===== config.mk =====
export PLATFORM = sky130hd
export DESIGN_NAME = cpu_player_flat
export DESIGN_NICKNAME = d
export VERILOG_FILES = /design/src/rtl/cpu_player_if.sv /design/src/rtl/cpu_player.sv /design/src/flat_wrapper.sv
export SDC_FILE = /design/constraint.sdc
export NUM_CORES = 1
export LEC_CHECK = 0
export CORE_MARGIN = 2
export CORE_UTILIZATION = 59
export DETAILED_ROUTE_END_ITERATION = 16
export PLACE_DENSITY_LB_ADDON = 0.08
export SYNTH_ARGS = -nofsm -noshare
export SYNTH_HDL_FRONTEND = slang
export SYNTH_SLANG_ARGS = --single-unit

===== constraint.sdc =====
create_clock -name ph1 -period 8.25 [get_ports ph1]
set_input_delay 2.0625 -clock ph1 [delete_from_list [all_inputs] [get_ports ph1]]
set_output_delay 2.0625 -clock ph1 [all_outputs]
set_load 0.05 [all_outputs]

===== src/rtl/cpu_player_if.sv =====
// Move interface between the automatic player and the game controller.
// The controller side (or a bench) uses the master modport. The player uses the slave modport.
interface cpu_player_if;
   logic        moveReq;
   logic [1:0]  mySymbol;
   logic [17:0] gBoard;
   logic        gameIsDone;
   logic        playerWrite;
   logic [3:0]  playerInput;
   logic        busy;
   logic        noMove;

   modport master (
      output moveReq, mySymbol, gBoard, gameIsDone,
      input  playerWrite, playerInput, busy, noMove
   );

   modport slave (
      input  moveReq, mySymbol, gBoard, gameIsDone,
      output playerWrite, playerInput, busy, noMove
   );
endinterface


===== src/rtl/cpu_player.sv =====
// Automatic tic-tac-toe opponent.
// On a request it snapshots the board and scans for a move in this order:
// win a line, block the opponent's line, take the center, take a corner, take an edge.
// The chosen cell is then presented with a one-cycle strobe.
//
// state    | meaning
// ---------+-----------------------------------------------------------
// S_IDLE   | waiting for moveReq; all outputs low
// S_WIN    | one line per cycle: two own cells plus one empty cell
// S_BLOCK  | one line per cycle: two opponent cells plus one empty cell
// S_STATIC | center, then corners, then edges; no empty cell -> NOMOVE
// S_ISSUE  | playerWrite strobe with the latched cell
// S_NOMOVE | noMove pulse; the snapshot has no empty cell
module cpu_player (
   input logic         ph1,
   input logic         reset,
   cpu_player_if.slave mv
);

   typedef enum logic [2:0] {
      S_IDLE, S_WIN, S_BLOCK, S_STATIC, S_ISSUE, S_NOMOVE
   } state_t;

   state_t      state_q, state_d;
   logic [17:0] board_q, board_d;
   logic [1:0]  sym_q, sym_d;
   logic [2:0]  line_idx_q, line_idx_d;
   logic [3:0]  cell_q, cell_d;
   logic        player_write_q, player_write_d;
   logic [3:0]  player_input_q, player_input_d;
   logic        busy_q, busy_d;
   logic        no_move_q, no_move_d;

   logic [3:0]  la, lb, lc;
   logic [1:0]  va, vb, vc, tgt;
   logic        line_hit, static_hit;
   logic [3:0]  line_cell, static_cell;
   logic [8:0]  empty;

   function automatic logic [1:0] cell_code(input logic [17:0] b, input logic [3:0] idx);
      return b[{idx, 1'b0} +: 2];
   endfunction

   function automatic logic [11:0] line_cells(input logic [2:0] k);
      case (k)
         3'd0:    return {4'd0, 4'd1, 4'd2};
         3'd1:    return {4'd3, 4'd4, 4'd5};
         3'd2:    return {4'd6, 4'd7, 4'd8};
         3'd3:    return {4'd0, 4'd3, 4'd6};
         3'd4:    return {4'd1, 4'd4, 4'd7};
         3'd5:    return {4'd2, 4'd5, 4'd8};
         3'd6:    return {4'd0, 4'd4, 4'd8};
         default: return {4'd2, 4'd4, 4'd6};
      endcase
   endfunction

   // Evaluate the current line for the WIN/BLOCK target, and the static center/corner/edge pick.
   always_comb begin
      {la, lb, lc} = line_cells(line_idx_q);
      va = cell_code(board_q, la);
      vb = cell_code(board_q, lb);
      vc = cell_code(board_q, lc);
      // The opponent code differs from the own code only in bit 0.
      tgt = (state_q == S_BLOCK) ? (sym_q ^ 2'b01) : sym_q;
      line_hit  = 1'b0;
      line_cell = 4'd0;
      if (va == tgt && vb == tgt && vc == 2'b00) begin
         line_hit  = 1'b1;
         line_cell = lc;
      end else if (va == tgt && vc == tgt && vb == 2'b00) begin
         line_hit  = 1'b1;
         line_cell = lb;
      end else if (vb == tgt && vc == tgt && va == 2'b00) begin
         line_hit  = 1'b1;
         line_cell = la;
      end

      for (int i = 0; i < 9; i++) begin
         empty[i] = (cell_code(board_q, 4'(i)) == 2'b00);
      end
      static_hit  = 1'b1;
      static_cell = 4'd0;
      if      (empty[4]) static_cell = 4'd4;
      else if (empty[0]) static_cell = 4'd0;
      else if (empty[2]) static_cell = 4'd2;
      else if (empty[6]) static_cell = 4'd6;
      else if (empty[8]) static_cell = 4'd8;
      else if (empty[1]) static_cell = 4'd1;
      else if (empty[3]) static_cell = 4'd3;
      else if (empty[5]) static_cell = 4'd5;
      else if (empty[7]) static_cell = 4'd7;
      else               static_hit  = 1'b0;
   end

   // Next-state logic and the next values of the registered Moore outputs.
   always_comb begin
      state_d    = state_q;
      board_d    = board_q;
      sym_d      = sym_q;
      line_idx_d = line_idx_q;
      cell_d     = cell_q;
      case (state_q)
         S_IDLE: begin
            // Both legal symbols (11 and 10) have bit 1 set.
            if (mv.moveReq && !mv.gameIsDone && mv.mySymbol[1]) begin
               board_d    = mv.gBoard;
               sym_d      = mv.mySymbol;
               line_idx_d = 3'd0;
               state_d    = S_WIN;
            end
         end
         S_WIN, S_BLOCK: begin
            if (mv.gameIsDone) begin
               state_d = S_IDLE;
            end else if (line_hit) begin
               cell_d  = line_cell;
               state_d = S_ISSUE;
            end else if (line_idx_q == 3'd7) begin
               line_idx_d = 3'd0;
               state_d    = (state_q == S_WIN) ? S_BLOCK : S_STATIC;
            end else begin
               line_idx_d = line_idx_q + 3'd1;
            end
         end
         S_STATIC: begin
            if (mv.gameIsDone) begin
               state_d = S_IDLE;
            end else if (static_hit) begin
               cell_d  = static_cell;
               state_d = S_ISSUE;
            end else begin
               state_d = S_NOMOVE;
            end
         end
         S_ISSUE, S_NOMOVE: state_d = S_IDLE;
         default:           state_d = S_IDLE;
      endcase

      // Decode the outputs from the next state so each output flop matches its state exactly.
      player_write_d = (state_d == S_ISSUE);
      player_input_d = (state_d == S_ISSUE) ? cell_d : 4'd0;
      busy_d         = (state_d != S_IDLE);
      no_move_d      = (state_d == S_NOMOVE);
   end

   // State, snapshot and output registers with asynchronous clear.
   always_ff @(posedge ph1 or posedge reset) begin
      if (reset) begin
         state_q        <= S_IDLE;
         board_q        <= 18'd0;
         sym_q          <= 2'b00;
         line_idx_q     <= 3'd0;
         cell_q         <= 4'd0;
         player_write_q <= 1'b0;
         player_input_q <= 4'd0;
         busy_q         <= 1'b0;
         no_move_q      <= 1'b0;
      end else begin
         state_q        <= state_d;
         board_q        <= board_d;
         sym_q          <= sym_d;
         line_idx_q     <= line_idx_d;
         cell_q         <= cell_d;
         player_write_q <= player_write_d;
         player_input_q <= player_input_d;
         busy_q         <= busy_d;
         no_move_q      <= no_move_d;
      end
   end

   assign mv.playerWrite = player_write_q;
   assign mv.playerInput = player_input_q;
   assign mv.busy        = busy_q;
   assign mv.noMove      = no_move_q;

endmodule

===== src/flat_wrapper.sv =====
// flat-port wrapper written by rule: the top's interface ports become plain ports
module cpu_player_flat 
  (ph1, reset, mv_moveReq, mv_mySymbol, mv_gBoard, mv_gameIsDone, mv_playerWrite, mv_playerInput, mv_busy, mv_noMove);
  cpu_player_if mv_i ();
  input logic ph1;
  input logic reset;
  input wire logic [$bits(mv_i.moveReq)-1:0] mv_moveReq;
  input wire logic [$bits(mv_i.mySymbol)-1:0] mv_mySymbol;
  input wire logic [$bits(mv_i.gBoard)-1:0] mv_gBoard;
  input wire logic [$bits(mv_i.gameIsDone)-1:0] mv_gameIsDone;
  output wire logic [$bits(mv_i.playerWrite)-1:0] mv_playerWrite;
  output wire logic [$bits(mv_i.playerInput)-1:0] mv_playerInput;
  output wire logic [$bits(mv_i.busy)-1:0] mv_busy;
  output wire logic [$bits(mv_i.noMove)-1:0] mv_noMove;
  assign mv_i.moveReq = mv_moveReq;
  assign mv_i.mySymbol = mv_mySymbol;
  assign mv_i.gBoard = mv_gBoard;
  assign mv_i.gameIsDone = mv_gameIsDone;
  assign mv_playerWrite = mv_i.playerWrite;
  assign mv_playerInput = mv_i.playerInput;
  assign mv_busy = mv_i.busy;
  assign mv_noMove = mv_i.noMove;
  cpu_player u_core (.ph1(ph1), .reset(reset), .mv(mv_i));
endmodule

==> flow_metrics.py, run 1 <==
metrics = {
    "clock_network": {
        "clockRootBuffer": "clkbuf_8",
        "cts_resized": 0,
        "cts_buffers": 5,
        "cts_hold_buf": 0,
        "clock_sinks": 35,
        "cts_tree": "done",
        "path_clk_slew_ns": 0.07,
        "h-tree-depth": 2,
        "cts_buffer_depth": 2,
        "clock_latency_ns": 0.29,
        "postCtsSetupBuffers": 0,
    },
    "grt": {
        "grt_use_total_pct": 27.4,
        "grt_pass1_vias": 2200,
        "grt_max_degree": 36,
        "grt_pass1_wl_um": 11000,
        "grt_antenna_before_repair": 0,
        "globalRouteOverflowTotal": 0,
    },
    "placement": {
        "port_buffers": 30,
        "gp_congestion": 0.992,
        "place_hpwl_um": 4780,
        "post_dp_cell_area_um2": 2960,
    },
    "route": {
        "via_count": 2380,
        "wl_per_cell_um": 16.4,
        "drc_errors": 0,
        "drt-initial-drc-count": 213,
        "vias_per_cell": 6.12,
        "drt_wl_total_um": 6370,
        "drtAntennaViolNets": 0,
        "dr.pass1.iters": 4,
    },
    "timing": {
        "min_period_over_period_pct": 56.9,
        "tns_ns": 0,
        "fin_skew_ns": 0.00717,
        "max_freq_mhz": 213,
        "holdWs_ns": 0.533,
        "slew_headroom_pct": 45.1,
        "setup_viol": 0,
        "fin_crit_ns": 4.69,
        "rsz0062_at_grt": "no",
        "worst-slew-pin-transition_ns": 0.821,
        "hold_violations": 0,
        "drv_slew": 0,
    },
    "floorplan": {
        "io_pins": 31,
        "die_w_um": 71.3,
        "num_rows": 24,
        "chipHeight_um": 71.3,
        "die_area_um2": 5080,
        "coreArea_um2": 4350,
        "initial_core_util_pct": 61.4,
    },
    "power": {
        "max-vdd-ir-drop_mv": 0.121,
        "leakage_uw": 0.00133,
        "powerDensity_nw_per_um2": 208,
    },
    "yosys": {
        "synth_edf_count": 0,
        "synthesis.nets": 345,
        "synth_cells": 315,
        "yosys_warnings": 0,
        "postSynthAreaPerCell_um2": 8.48,
        "synth_area_um2": 2670,
        "ys_types": 65,
        "synth_flop_cell": "dfrtp_1",
        "synth_seq_cells": 35,
        "ys_seq_area_share_pct": 32.8,
        "synthArstFlopShare_pct": 100,
    },
    "setup_path": {
        "r2r-start": "u_core.line_idx_q[2]$_DFFE_PP0P_",
        "crit_path_end_kind": "flip-flop",
        "slowest_delay_ns": 0.84,
        "r2r_slack_ns": 3.88,
        "cp.arrival_ns": 4.87,
        "cp_cell_sequence": "clkdlybuf4s50_1 -> nor2_1 -> nand4_1 -> inv_1 -> a21oi_2 -> mux2_1",
        "startpoint_type": "input port",
        "timing.critical_path.required_ns": 8.43,
        "crit_slowest_cell": "inv_1",
        "reg2reg_depth": 11,
        "worstReg2RegEnd": "u_core.line_idx_q[2]$_DFFE_PP0P_",
        "crit_type": "in -> reg",
        "crit_path_max_fanout": 23,
    },
    "run_status": {
        "status": "finished clean",
    },
    "layout": {
        "fill_cells": 349,
        "stdcell_area_um2": 3070,
        "diodes": 0,
        "drive_above_1_share_pct": 10.4,
        "final_nets": 366,
        "multi_input_area_um2": 1680,
        "final_common_cell": "nand2_1",
        "layout_common_cells": "nand2_1 (67), nor2_1 (36), dfrtp_1 (35), clkdlybuf4s50_1 (30)",
        "seq_area_um2": 876,
        "syn2layout_area_growth_pct": 14.7,
    },
    "hold_path": {
        "hold_path_end": "u_core.sym_q[0]$_DFFE_PP0P_",
        "min_path_type": "reg -> reg",
        "whs_path_depth": 2,
        "min-delay-start": "u_core.sym_q[0]$_DFFE_PP0P_",
    },
    "job": {
        "drv_cap": 0,
    },
}
-- through the flow --
stage / setup WS [ns] / instances / power (µW) / utilization [%]
4_1_cts: 3.54 / 389 / 637 / 70.4
6_report: 3.56 / 389 / 638 / 70.4
5_1_grt: 3.27 / 389 / 678 / 70.4
3_3_place_gp: 3.42 / 381 / 492 / 68.0
3_5_place_dp: 3.24 / 381 / 498 / 68.0
2_1_floorplan: 4.80 / 315 / 436 / -
-- where the power goes --
group / internal, µW / leakage (µW) / switching (µW)
clock: 76.0 / 0.0000505 / 64.4
combinational: 117 / 0.000830 / 158
sequential: 192 / 0.000448 / 31.0
-- flip-flops by register name (all words and copies together) (netlist names) --
name and flops:
u_core.mv.busy 1, u_core.sym_q 2, u_core.board_q 18, u_core.mv.playerInput 4, u_core.state_q 3, u_core.cell_q 2
u_core.mv.noMove 1, u_core.mv.playerWrite 1, u_core.line_idx_q 3
-- final cells by class --
| type | instances | share of cell area (%) |
|---|---|---|
| multi-input combinational | 255 | 54.9 |
| timing repair buffer | 31 | 10.0 |
| clock inverter | 1 | 0.245 |
| inverter | 8 | 0.979 |
| sequential | 35 | 28.6 |
| clock buffer | 7 | 3.14 |
| tap | 52 | 2.12 |
-- synthesized netlist by cell type, types with 5 or more instances --
cell | count | area, µm²
nor2_1 | 36 | 135
nor3_1 | 10 | 50.1
nand3_1 | 5 | 25.0
o21ai_0 | 8 | 40.0
buf_2 | 6 | 30.0
nor2b_1 | 9 | 56.3
nand2_1 | 67 | 251
o211ai_1 | 5 | 37.5
ha_1 | 6 | 75.1
inv_1 | 8 | 30.0
a21oi_1 | 9 | 45.0
clkbuf_1 | 7 | 26.3
o31ai_1 | 5 | 37.5
dfrtp_1 | 35 | 876
mux2i_1 | 10 | 100
-- worst max-delay path by stage --
stage                                           startpoint                          endpoint  slack [ns]  depth (start not counted)
after CTS                                    mv_gameIsDone  u_core.line_idx_q[2]$_DFFE_PP0P_        3.54                          6
after floorplan           u_core.line_idx_q[2]$_DFFE_PP0P_  u_core.line_idx_q[0]$_DFFE_PP0P_        4.80                         14
after global routing                         mv_gameIsDone  u_core.line_idx_q[2]$_DFFE_PP0P_        3.27                          6
final                                        mv_gameIsDone  u_core.line_idx_q[2]$_DFFE_PP0P_        3.56                          6
after global placement                       mv_gameIsDone  u_core.line_idx_q[2]$_DFFE_PP0P_        3.42                          6
after detailed placement                     mv_gameIsDone  u_core.line_idx_q[0]$_DFFE_PP0P_        3.24                          6
-- worst max-delay path, delay by kind of cell --
| kind | cells | cell delay (ns) |
|---|---|---|
| buffers and inverters | 2 | 1.35 |
| AND/OR/NAND/NOR | 2 | 0.98 |
| multiplexers | 1 | 0.35 |
| AO/OA/AOI/OAI | 1 | 0.12 |
-- cells by family (layout without fill, tap and decap cells) --
| family | after synthesis | in the layout | share of synthesized area (%) |
|---|---|---|---|
| DFF | 35 | 35 | 32.8 |
| and+or+nand+nor | 162 | 162 | 31.2 |
| AOI/OAI and AO/OA | 62 | 62 | 18.0 |
| adders and majority gates | 6 | 6 | 2.81 |
| buffers and inverters | 25 | 47 | 4.21 |
| xor gates and xnor gates | 6 | 6 | 1.97 |
| muxes | 19 | 19 | 9.04 |
-- routing by layer --
layer  vias to the layer above  global-route usage [%]  routed length (µm)
met5                         -                       0                   0
li1                       1162                       -                   -
met1                      1117                    42.9                2960
met2                        91                    39.5                2890
met4                         0                    7.97                  93
met3                        10                    3.80                 429
Power figures use the tool's default switching activity.
==> run 2, diff against run 1 <==
CORE_UTILIZATION = 56   (was 59)
clock period = 4.9 ns   (was 8.25 ns; I/O delays follow)
==> run 2 against run 1 <==
Net effect: wire length grew 8.2%; clock power grew 49%; final cell count grew 1.0%; count of clock-buffer cells in the layout shrank 1; sequential share of layout area is essentially flat; largest power group unchanged.
==> flow_metrics.py, run 2 (synthesized netlist as in run 1, its figures left out) <==
metrics = {
    "setup_path": {
        "cp.arrival_ns": 4.34,
        "timing.critical_path.required_ns": 5.08,
        "crit_type": "reg -> reg",
        "slowest_delay_ns": 0.59,
        "startpoint_type": "flip-flop",
        "crit_path_max_fanout": 18,
        "crit_slowest_cell": "dfrtp_1",
        "critical_path.top_delay_family": "simple AND/OR/NAND/NOR gates",
        "crit_path_end_kind": "flip-flop",
        "cp_num_buf_inv": 1,
        "cp_cell_sequence": "inv_1 -> ha_1 -> o22ai_4 -> a21oi_2 -> a2111oi_0 -> or4_4 -> xor2_1 -> nor4_4 -> nor3_2 -> a21oi_2 -> mux2_1",
        "cp_common_cell": "a21oi_2",
        "r2r_slack_ns": 0.74,
    },
    "route": {
        "drt-initial-drc-count": 182,
        "dr.pass1.iters": 5,
        "drtAntennaViolNets": 0,
        "wl_per_cell_um": 17.5,
        "via_count": 2390,
        "drt_wl_total_um": 6890,
        "drc_errors": 0,
        "vias_per_cell": 6.08,
    },
    "floorplan": {
        "coreArea_um2": 4660,
        "die_w_um": 73.1,
        "initial_core_util_pct": 57.3,
        "io_pins": 31,
        "chipHeight_um": 73.1,
        "num_rows": 25,
        "die_area_um2": 5340,
    },
    "layout": {
        "top_register": "u_core.board_q",
        "final_common_cell": "nand2_1",
        "drive_above_1_share_pct": 10.6,
        "layout_common_cells": "nand2_1 (67), nor2_1 (36), dfrtp_1 (35), clkdlybuf4s50_1 (30)",
        "final_nets": 368,
        "final_util_pct": 65.8,
        "fill_cells": 403,
        "syn2layout_area_growth_pct": 14.7,
        "diodes": 0,
        "largest_register_ffs": 18,
    },
    "timing": {
        "tns_ns": 0,
        "drv_slew": 0,
        "worst-slew-pin-transition_ns": 0.754,
        "max_freq_mhz": 240,
        "fin_crit_ns": 4.16,
        "slew_headroom_pct": 48.7,
        "min_period_over_period_pct": 85.0,
        "hold_violations": 0,
        "fin_skew_ns": 0.00354,
        "rsz0062_at_grt": "no",
        "setup_viol": 0,
    },
    "clock_network": {
        "cts_buffer_depth": 2,
        "cts_tree": "done",
        "cts_resized": 0,
        "clock_sinks": 35,
        "cts_hold_buf": 0,
        "postCtsSetupBuffers": 0,
        "path_clk_slew_ns": 0.07,
        "clock_latency_ns": 0.29,
        "clockRootBuffer": "clkbuf_8",
        "cts_buffers": 5,
        "h-tree-depth": 2,
    },
    "grt": {
        "globalRouteOverflowTotal": 0,
        "grt_pass1_wl_um": 11200,
        "grt_antenna_before_repair": 0,
        "grt_use_total_pct": 27.6,
        "grt_max_degree": 36,
        "grt_pass1_vias": 2196,
    },
    "power": {
        "p_seq_share_pct": 35.8,
        "clockPowerShare_pct": 19.8,
        "comb_power_share_pct": 44.4,
        "powerDensity_nw_per_um2": 345,
        "max-vdd-ir-drop_mv": 0.223,
        "swShare_pct": 41.3,
        "switchingPower_uw": 438,
        "leakage_uw": 0.00133,
        "internal_power_uw": 621,
    },
    "placement": {
        "place_hpwl_um": 5070,
        "gp_congestion": 0.910,
        "port_buffers": 30,
    },
    "hold_path": {
        "min_path_type": "reg -> reg",
    },
    "job": {
        "drv_cap": 0,
    },
    "run_status": {
        "status": "finished clean",
    },
}
-- run 2: cell types whose count changed in the layout (fill, tap and decap cells not counted) --
| cell | before | now |
|---|---|---|
| buf_4 | 1 | 3 |
| clkbuf_8 | 7 | 5 |
| clkbuf_1 | 0 | 1 |
| clkinv_2 | 0 | 1 |
-- run 2: worst register-to-register path, cell delays in order (launching register included) --
cell and delay [ns]:
dfrtp_1 0.59, inv_1 0.19, ha_1 0.58, o22ai_4 0.17, a21oi_2 0.30, a2111oi_0 0.15
or4_4 0.58, xor2_1 0.19, nor4_4 0.55, nor3_2 0.17, a21oi_2 0.24, mux2_1 0.34
-- run 2: power by group through the flow --
stage          registers (µW)  clock network (µW)  logic (µW)
6_report                  380                 209         470
5_1_grt                   383                 227         512
4_1_cts                   377                 212         466
3_5_place_dp              383                   0         463
3_3_place_gp              381                   0         454
2_1_floorplan             360                   0         374
-- run 2: stage by stage --
stage	hold WS [ns]	std cells	cell area [µm²]	setup WS (ns)	power, µW
final	0.502	393	3070	0.737	1060
after global routing	0.547	393	3070	0.447	1120
after CTS	0.507	393	3070	0.796	1050
after detailed placement	0.488	385	2980	0.828	845
after global placement	0.480	385	2980	0.932	835
after floorplan	0.467	315	2670	1.45	734
-- run 2: worst paths after layout --
check,from,end,cells after the start
max,u_core.line_idx_q[2]$_DFFE_PP0P_,u_core.line_idx_q[2]$_DFFE_PP0P_,11
min,u_core.sym_q[0]$_DFFE_PP0P_,u_core.sym_q[0]$_DFFE_PP0P_,2
max reg2reg,u_core.line_idx_q[2]$_DFFE_PP0P_,u_core.line_idx_q[2]$_DFFE_PP0P_,11
min reg2reg,u_core.sym_q[0]$_DFFE_PP0P_,u_core.sym_q[0]$_DFFE_PP0P_,2
max in group asynchronous,reset,u_core.board_q[5]$_DFFE_PP0P_,3
min in group asynchronous,reset,u_core.mv.noMove$_DFF_PP0_,3
-- run 2: final cells by class --
| type | count | area [µm²] | share of cell area [%] |
|---|---|---|---|
| multi-input cells | 255 | 1680 | 54.9 |
| flip-flops and latches | 35 | 876 | 28.6 |
| repair buffers | 33 | 323 | 10.5 |
| clock buffers | 6 | 72.6 | 2.37 |
| well taps | 54 | 67.6 | 2.20 |
| inverters | 8 | 30.0 | 0.980 |
| clock inverters | 2 | 12.5 | 0.408 |
-- run 2: metal layers --
layer / vias to the layer above / track usage [%] / wire length, µm
li1: 1160 / - / -
met1: 1135 / 40.3 / 3210
met2: 83 / 40.1 / 3140
met3: 12 / 5.80 / 431
met4: 0 / 10.1 / 113
met5: - / 0 / 0
